**config.mk**
```make
export PLATFORM = sky130hd
export DESIGN_NAME = nested_int_ctrl
export DESIGN_NICKNAME = d
export VERILOG_FILES = /design/src/rtl/nested_int_ctrl.sv
export SDC_FILE = /design/constraint.sdc
export NUM_CORES = 1
export LEC_CHECK = 0
export CORE_MARGIN = 1.5
export CORE_UTILIZATION = 50
export CTS_BUF_LIST = sky130_fd_sc_hd__clkbuf_4 sky130_fd_sc_hd__clkbuf_8 sky130_fd_sc_hd__clkbuf_16
export CTS_CLUSTER_SIZE = 30
export DETAILED_ROUTE_END_ITERATION = 7
export GPL_ROUTABILITY_DRIVEN = 0
export GPL_TIMING_DRIVEN = 0
export PLACE_DENSITY_LB_ADDON = 0.3
export SYNTH_ARGS = -nofsm -noshare
export SYNTH_HDL_FRONTEND = slang
export SYNTH_SLANG_ARGS = --single-unit
```
**constraint.sdc**
```tcl
create_clock -name clk -period 2.6 [get_ports clk]
set_input_delay 0.52 -clock clk [delete_from_list [all_inputs] [get_ports clk]]
set_output_delay 0.52 -clock clk [all_outputs]
set_load 0.02 [all_outputs]
```
**src/rtl/nested_int_ctrl.sv**
```systemverilog
// Nesting interrupt controller for the WB stage of the 5-stage pipeline.
// Fixed priority (higher index wins), per-source masks, and an EPC/level
// stack so higher-priority sources can preempt a running handler. A short
// flush window after every take or ERET keeps redirects from colliding.
module nested_int_ctrl #(
    parameter int              NUM_SRC    = 4,
    parameter int              NEST_DEPTH = 4,
    parameter int              PC_W       = 32,
    parameter logic [PC_W-1:0] VEC_BASE   = 'h0000_3000,
    parameter logic [PC_W-1:0] VEC_STRIDE = 'h0000_0100,
    parameter int              FLUSH_CYC  = 3
) (
    input  logic               clk,
    input  logic               rst,
    input  logic [NUM_SRC-1:0] ir_in,
    input  logic               wb_valid,
    input  logic [PC_W-1:0]    wb_next_pc,
    input  logic               eret,
    input  logic               ie_set,
    input  logic               ie_clr,
    input  logic               mask_we,
    input  logic [NUM_SRC-1:0] mask_wdata,
    output logic               int_request,
    output logic [PC_W-1:0]    int_next_pc,
    output logic [PC_W-1:0]    eret_pc,
    output logic               eret_redirect,
    output logic [NUM_SRC-1:0] int_waiting,
    output logic [4:0]         cur_level,
    output logic               nest_full,
    output logic               eret_err
);

    localparam int SPW = $clog2(NEST_DEPTH + 1);
    localparam int IW  = (NEST_DEPTH > 1) ? $clog2(NEST_DEPTH) : 1;
    localparam int SW  = (NUM_SRC > 1) ? $clog2(NUM_SRC) : 1;
    localparam int FW  = (FLUSH_CYC > 0) ? $clog2(FLUSH_CYC + 1) : 1;

    localparam logic [SPW-1:0] DEPTH_V = SPW'(NEST_DEPTH);
    localparam logic [FW-1:0]  FLUSH_V = FW'(FLUSH_CYC);

    logic [NUM_SRC-1:0] ir_d;
    logic [NUM_SRC-1:0] pending;
    logic [NUM_SRC-1:0] mask;
    logic               ie;
    logic [SPW-1:0]     sp;
    logic [FW-1:0]      flush_cnt;
    logic [PC_W-1:0]    epc_stk [NEST_DEPTH];
    logic [4:0]         lvl_stk [NEST_DEPTH];

    logic               cand_valid;
    logic [SW-1:0]      cand_idx;
    logic [4:0]         cand_p;
    logic               take;
    logic               eret_pop;
    logic               eret_bad;
    logic [NUM_SRC-1:0] pend_set;
    logic [NUM_SRC-1:0] pend_clr;
    logic [IW-1:0]      push_idx;
    logic [IW-1:0]      pop_idx;
    logic [PC_W-1:0]    vec_pc;

    assign pend_set    = ir_in & ~ir_d;
    assign push_idx    = IW'(sp);
    assign pop_idx     = IW'(sp - SPW'(1));
    assign int_waiting = pending;
    assign nest_full   = (sp == DEPTH_V);

    // Pick the highest-index pending and unmasked source, then decide take/ERET.
    always_comb begin
        cand_valid = 1'b0;
        cand_idx   = '0;
        for (int i = 0; i < NUM_SRC; i++) begin
            if (pending[i] && mask[i]) begin
                cand_valid = 1'b1;
                cand_idx   = SW'(i);
            end
        end
        cand_p   = 5'(cand_idx) + 5'd1;
        vec_pc   = VEC_BASE + PC_W'(cand_idx) * VEC_STRIDE;
        eret_pop = eret && (sp != '0);
        eret_bad = eret && (sp == '0);
        // ERET wins over a take; the take is retried after the flush window.
        take     = cand_valid && ie && wb_valid && (cand_p > cur_level) &&
                   (sp < DEPTH_V) && (flush_cnt == '0) && !eret;
        pend_clr = take ? (NUM_SRC'(1) << cand_idx) : '0;
    end

    // Edge capture, pending bits (a new edge beats a same-cycle clear), mask and IE.
    always_ff @(posedge clk or negedge rst) begin
        if (!rst) begin
            ir_d    <= '0;
            pending <= '0;
            mask    <= '1;
            ie      <= 1'b1;
        end else begin
            ir_d    <= ir_in;
            pending <= (pending & ~pend_clr) | pend_set;
            if (mask_we)
                mask <= mask_wdata;
            if (take)
                ie <= 1'b0;
            else if (eret_pop)
                ie <= 1'b1;
            else if (ie_set && ie_clr)
                ie <= 1'b0;
            else if (ie_set)
                ie <= 1'b1;
            else if (ie_clr)
                ie <= 1'b0;
        end
    end

    // EPC/level stack: push the interrupted context on a take, pop on ERET.
    always_ff @(posedge clk or negedge rst) begin
        if (!rst) begin
            sp        <= '0;
            cur_level <= '0;
            for (int k = 0; k < NEST_DEPTH; k++) begin
                epc_stk[k] <= '0;
                lvl_stk[k] <= '0;
            end
        end else if (eret_pop) begin
            sp        <= sp - SPW'(1);
            cur_level <= lvl_stk[pop_idx];
        end else if (take) begin
            epc_stk[push_idx] <= wb_next_pc;
            lvl_stk[push_idx] <= cur_level;
            sp                <= sp + SPW'(1);
            cur_level         <= cand_p;
        end
    end

    // Flush guard: reload on any redirect, otherwise count down to zero.
    always_ff @(posedge clk or negedge rst) begin
        if (!rst)
            flush_cnt <= '0;
        else if (take || eret_pop)
            flush_cnt <= FLUSH_V;
        else if (flush_cnt != '0)
            flush_cnt <= flush_cnt - FW'(1);
    end

    // Registered redirect pulses and their target addresses.
    always_ff @(posedge clk or negedge rst) begin
        if (!rst) begin
            int_request   <= 1'b0;
            eret_redirect <= 1'b0;
            eret_err      <= 1'b0;
            int_next_pc   <= '0;
            eret_pc       <= '0;
        end else begin
            int_request   <= take;
            eret_redirect <= eret_pop;
            eret_err      <= eret_bad;
            if (take)
                int_next_pc <= vec_pc;
            if (eret_pop)
                eret_pc <= epc_stk[pop_idx];
        end
    end

endmodule
```
* Word level (Yosys, flattened, before mapping)
Index checks and enable logic that the tools add are counted.
** Operators by class
- $add $sub $neg :: 5
- Multiply operators :: 0
- Div/mod/pow operators :: 0
- Order comparisons :: 5
- Equality and inequality tests :: 1
- Shift operators :: 1
- Muxes and demuxes :: 31
- Bitwise operators :: 8
- Reductions and logical operators :: 24
** Operators with widths (number)
- $bwmux 128 :: 1
- $mux 32 :: 3
- $bmux 32 s2 :: 1
- $demux 32 s2 :: 1
- $mux 5 :: 5
- $bwmux 20 :: 1
- $add 14x10->15 const A :: 1
- $logic_and 1x1->1 :: 14
- $bmux 5 s2 :: 1
- $demux 5 s2 :: 1
- $mux 1 :: 10
- $and 4x4->4 :: 2
- $mux 2 :: 4
- $not 4->4 :: 2
- $ge 3x3->1 const B :: 2
- $mux 3 :: 2
- $not 2->3 :: 2
- $reduce_bool 2->1 :: 3
- $gt 3x5->1 :: 1
- $reduce_bool 5->1 :: 1
- $mux 4 :: 1
- $or 4x4->4 :: 1
- $shl 1x2->4 const A :: 1
- $add 2x1->3 const B :: 1
- other kinds (13) :: 13
** Word-level totals
- Register bits :: 238
- Bits in latches :: 0
- Memory bits (writable) :: 0
- ROM bits :: 0
- Word-level logic and storage cells :: 95
- Memories kept :: 0

* Depth between registers and ports, before layout
- Word-level depth :: 15
- Gate-level depth with buffers :: 11
- Depth with buffers taken out :: 9

* Worst setup path before layout
Ideal clock, no wire load.
- Path type :: reg-to-reg
- Start :: register pending[3], in the netlist int_waiting[3]
- End :: register epc_stk[41] (netlist name)
- Setup time :: 0.125 ns
- Data arrival time :: 2.783 ns
- Setup slack :: -0.308 ns
- Stages on the path, launching flop included :: 12
- Path buffers :: 2
- Path through :: dfrtp_1 and2_1 a31o_2 ha_1 inv_1 ha_1 nor2b_1 o32a_1 buf_2 nand3_4 buf_6 mux2_4
** On the way
- Longest elaborated chain between the ends :: 9
** Ends and longest elaborated chain
- from (decl) :: RTL line 42 : logic [NUM_SRC-1:0] pending;
- from (signal assigned) :: RTL line 97 : pending <= (pending & ~pend_clr) | pend_set;
- $logic_and 1x1->1 :: RTL line 73 : if (pending[i] && mask[i]) begin
- $mux 2 :: RTL line 73
- named net cand_idx[0] :: RTL line 51 : logic [SW-1:0] cand_idx;
- $add 2x1->3 :: RTL line 78 : cand_p = 5'(cand_idx) + 5'd1;
- $gt 3x5->1 :: RTL line 83 : take = cand_valid && ie && wb_valid && (cand_p > cur_level) &&
- $logic_and 1x1->1 (2 in series) :: RTL line 83
- $logic_and 1x1->1 (2 in series) :: RTL line 84 : (sp < DEPTH_V) && (flush_cnt == '0) && !eret;
- $reduce_and 2->1 (no source line)
- to (signal, indexed assignment) :: RTL line 126 : epc_stk[push_idx] <= wb_next_pc;
- to (decl) :: RTL line 47 : logic [PC_W-1:0] epc_stk [NEST_DEPTH];
The timed path passes the listed nets, and every way through them passes these cells.
A chain may end at the register's enable or synchronous reset.

* Final worst setup path
- Start :: register mask[2]
- End :: register epc_stk[53] (netlist name)
** On the way
- Longest elaborated chain between the ends :: 10
** Ends and longest elaborated chain
- from (decl) :: RTL line 43 : logic [NUM_SRC-1:0] mask;
- from (signal assigned) :: RTL line 99 : mask <= mask_wdata;
- $logic_and 1x1->1 :: RTL line 73
- $mux 2 (2 in series) :: RTL line 73
- named net cand_idx[0] :: RTL line 51
- $add 2x1->3 :: RTL line 78
- $gt 3x5->1 :: RTL line 83
- $logic_and 1x1->1 (2 in series) :: RTL line 83
- $logic_and 1x1->1 (2 in series) :: RTL line 84
- $reduce_and 2->1 (no source line)
The timed path passes the listed nets, and every way through them passes these cells.

==> run metrics <==
status=finished with violations; failing checks=DRC, setup timing; LEAKAGE=approximately 6.6 nW; max-cap viol count=0; Slew @ Worst Pin=1.03 ns; vias in the first global route=6726; crit path to=epc_stk[53]; Primary FF master, synth=dfrtp_1; DP HPWL=roughly 13 mm; Die Wd=139 um; die area=about 19000 um2; Crit Path Category=reg2reg; met2 routed WL=12.0 mm; Sink Count=between 200 and 250; initial antenna violation count=0; area grow syn2layout=39.1%; # hold bufs at CTS=0; post-synthesis cell area=9270 um2; final hold slack=0.0957 ns; GRT Overall Usage=24.3%; Via density=5.46; final setup fails=approximately 150; clk slew on worst S/H paths=0.06 ns; share of cells above drive strength 1=between 40% and 50%; Wirelength per Cell=21.3 um; Hold Crit Class=in2async; top cell type's share of synthesized area=55.1%; CP Launch Type=flip-flop; TritonCTS Buffers=22; reg2reg path depth=14; fin util=71.2%; sequential area share after synthesis=56.5%; Worst Setup End Kind=flip-flop; routed wire length=23.2 mm; most frequent cells in the layout=dfrtp_1 (202), mux2_4 (127), nand2_1 (106); First-pass DRT Iterations=8; Clk Latency, worst-skew pair=0.50 ns; Max VDD drop=0.540 mV; Post-Synthesis Cells=647; FMAX=344 MHz; Max Root-Sink Buffers=3; port bufs=95; critical path data arrival time=3.29 ns; clk root buf=clkbuf_16; drc violations=9; Initial Utilization=between 50% and 60%; commonest non-fill, non-tap cell in the layout=dfrtp_1; largest net degree at the start of global routing=122; share of flip-flops with an asynchronous set or reset=100%; nets@finish=903; Worst R2R Start=mask[2]; grt total ovfl=0; CTS tree=yes; row cnt=49; Req. time, crit path=2.99 ns; Worst R2R End=epc_stk[53]; first-pass GRT wire length=37.3 mm; Slew headroom=31.2%; antenna-violating nets left=0; final slew viol count=0; # IOs=124; EDFF count, synth=0; routed wl met3=1.09 mm; CTS HTree Levels=1; critical path peak fanout=5; final period utilization=112%; Seq cells post-synth=roughly 210; Pwr Density=approximately 850 nW/um2; RSZ-0062 raised after global routing=yes; ANT cells=0; Die H=139 um; Design Power=~11 mW; 1st-iter DRT viols=283; Avg Cell Area, Syn=14.3 um2; Final Hold Viols=0; post-synth top area cell=dfrtp_1; Tmin final=2.91 ns; Max Clock Skew=0.0139 ns; M1 WL=9.47 mm; synth top area cells=dfrtp_1 (55%), mux2_2 (14%), mux4_2 (9.0%); synth unique cells=45; core box area=18100 um2; Worst setup startpoint=mask[2]; synth warn=0; final setup margin=-0.305 ns; Vias=about 5900; top sig layer=met4; R2R Setup Slk=-0.31 ns
## how the worst min path moves through the flow
stage / cells after the start / to / start
after global placement: 2 / eret_pc[29] / eret_pc[29]
after CTS: 1 / ir_d[0] / rst
final: 1 / cur_level[2] / rst
after floorplan: 0 / cur_level[0] / rst
after global routing: 1 / cur_level[0] / rst
after detailed placement: 1 / lvl_stk[14] / lvl_stk[14]
## stage by stage
stage               cell area (um2)  TNS [ns]  setup WS [ns]  cells
floorplan                      9440    -17.09         -0.206    674
global placement              10700  -1511.91          -7.60    998
detailed placement            10700    -86.60         -0.777    999
CTS                           12800    -25.31         -0.269   1078
global route                  12900    -42.71         -0.375   1088
finish                        12900    -32.21         -0.305   1088
## routing by layer
layer,vias to the layer above,GRT usage (%)
li1,2604,-
met1,3121,31.1
met2,166,42.4
met3,52,4.35
met4,0,7.33
met5,-,0
## critical path: stages (launching register included)
cell,delay (ns)
dfstp_2,0.54
nand2_2,0.05
a31o_4,0.25
ha_4,0.27
inv_4,0.04
ha_4,0.22
and3_4,0.19
nor4_4,0.17
buf_6,0.16
buf_8,0.10
nand3_4,0.08
buf_12,0.17
buf_12,0.13
buf_16,0.13
mux2_4,0.29
## cell families after synthesis
kind of cell | synth area share [%]
flops | 56.5
buf+inv | 4.88
fa+ha+maj | 1.62
compound gates | 1.97
other cells | 0.0405
mux | 27.7
simple gates | 6.95
xor+xnor | 0.284
## timing repair
item                                    in CTS  in global routing
resized for setup                          183                 27
setup buffers                               31                 18
endpoints found under the setup margin     196                194
pin swaps                                    8                  6
cloned                                       9                  1
## flip-flops by register name, summed over array words and instances, names as in the netlist
name and count:
epc_stk 128, cur_level 5, int_waiting 4, int_next_pc 3
int_request 1, eret_err 1, mask 4, sp 3
lvl_stk 20, ie 1, flush_cnt 2, eret_pc 32
ir_d 4, eret_redirect 1
## report_power, final
part	switching (mW)	total [mW]	internal (mW)	leakage [nW]
Combinational	1.63	3.34	1.71	3.39
Clock	1.28	3.53	2.25	0.410
Sequential	0.348	4.12	3.78	2.84
Total	3.25	11.0	7.74	6.64
## cell usage after synthesis, types with 3 or more instances
library cell and number:
buf_4 29, mux2_4 28, buf_2 10, dfstp_2 5
dfrtp_1 204, nor2_1 5, clkbuf_1 12, a21oi_1 6
buf_6 7, ha_1 12, a22o_1 5, and2_1 10
mux4_2 37, nand2_1 107, nand3_2 3, inv_1 15
nand3_1 5, mux2_2 116
## layout make-up
cell class	count	area (um2)
tap	229	287
sequential	209	5240
buffer	56	529
timing repair buffer	148	1710
fill	1139	5200
clock inverter	10	178
clock buffer	29	652
inverter	15	62.6
multi-input combinational	392	4230
Note: power is estimated with default switching activity, not from simulation.
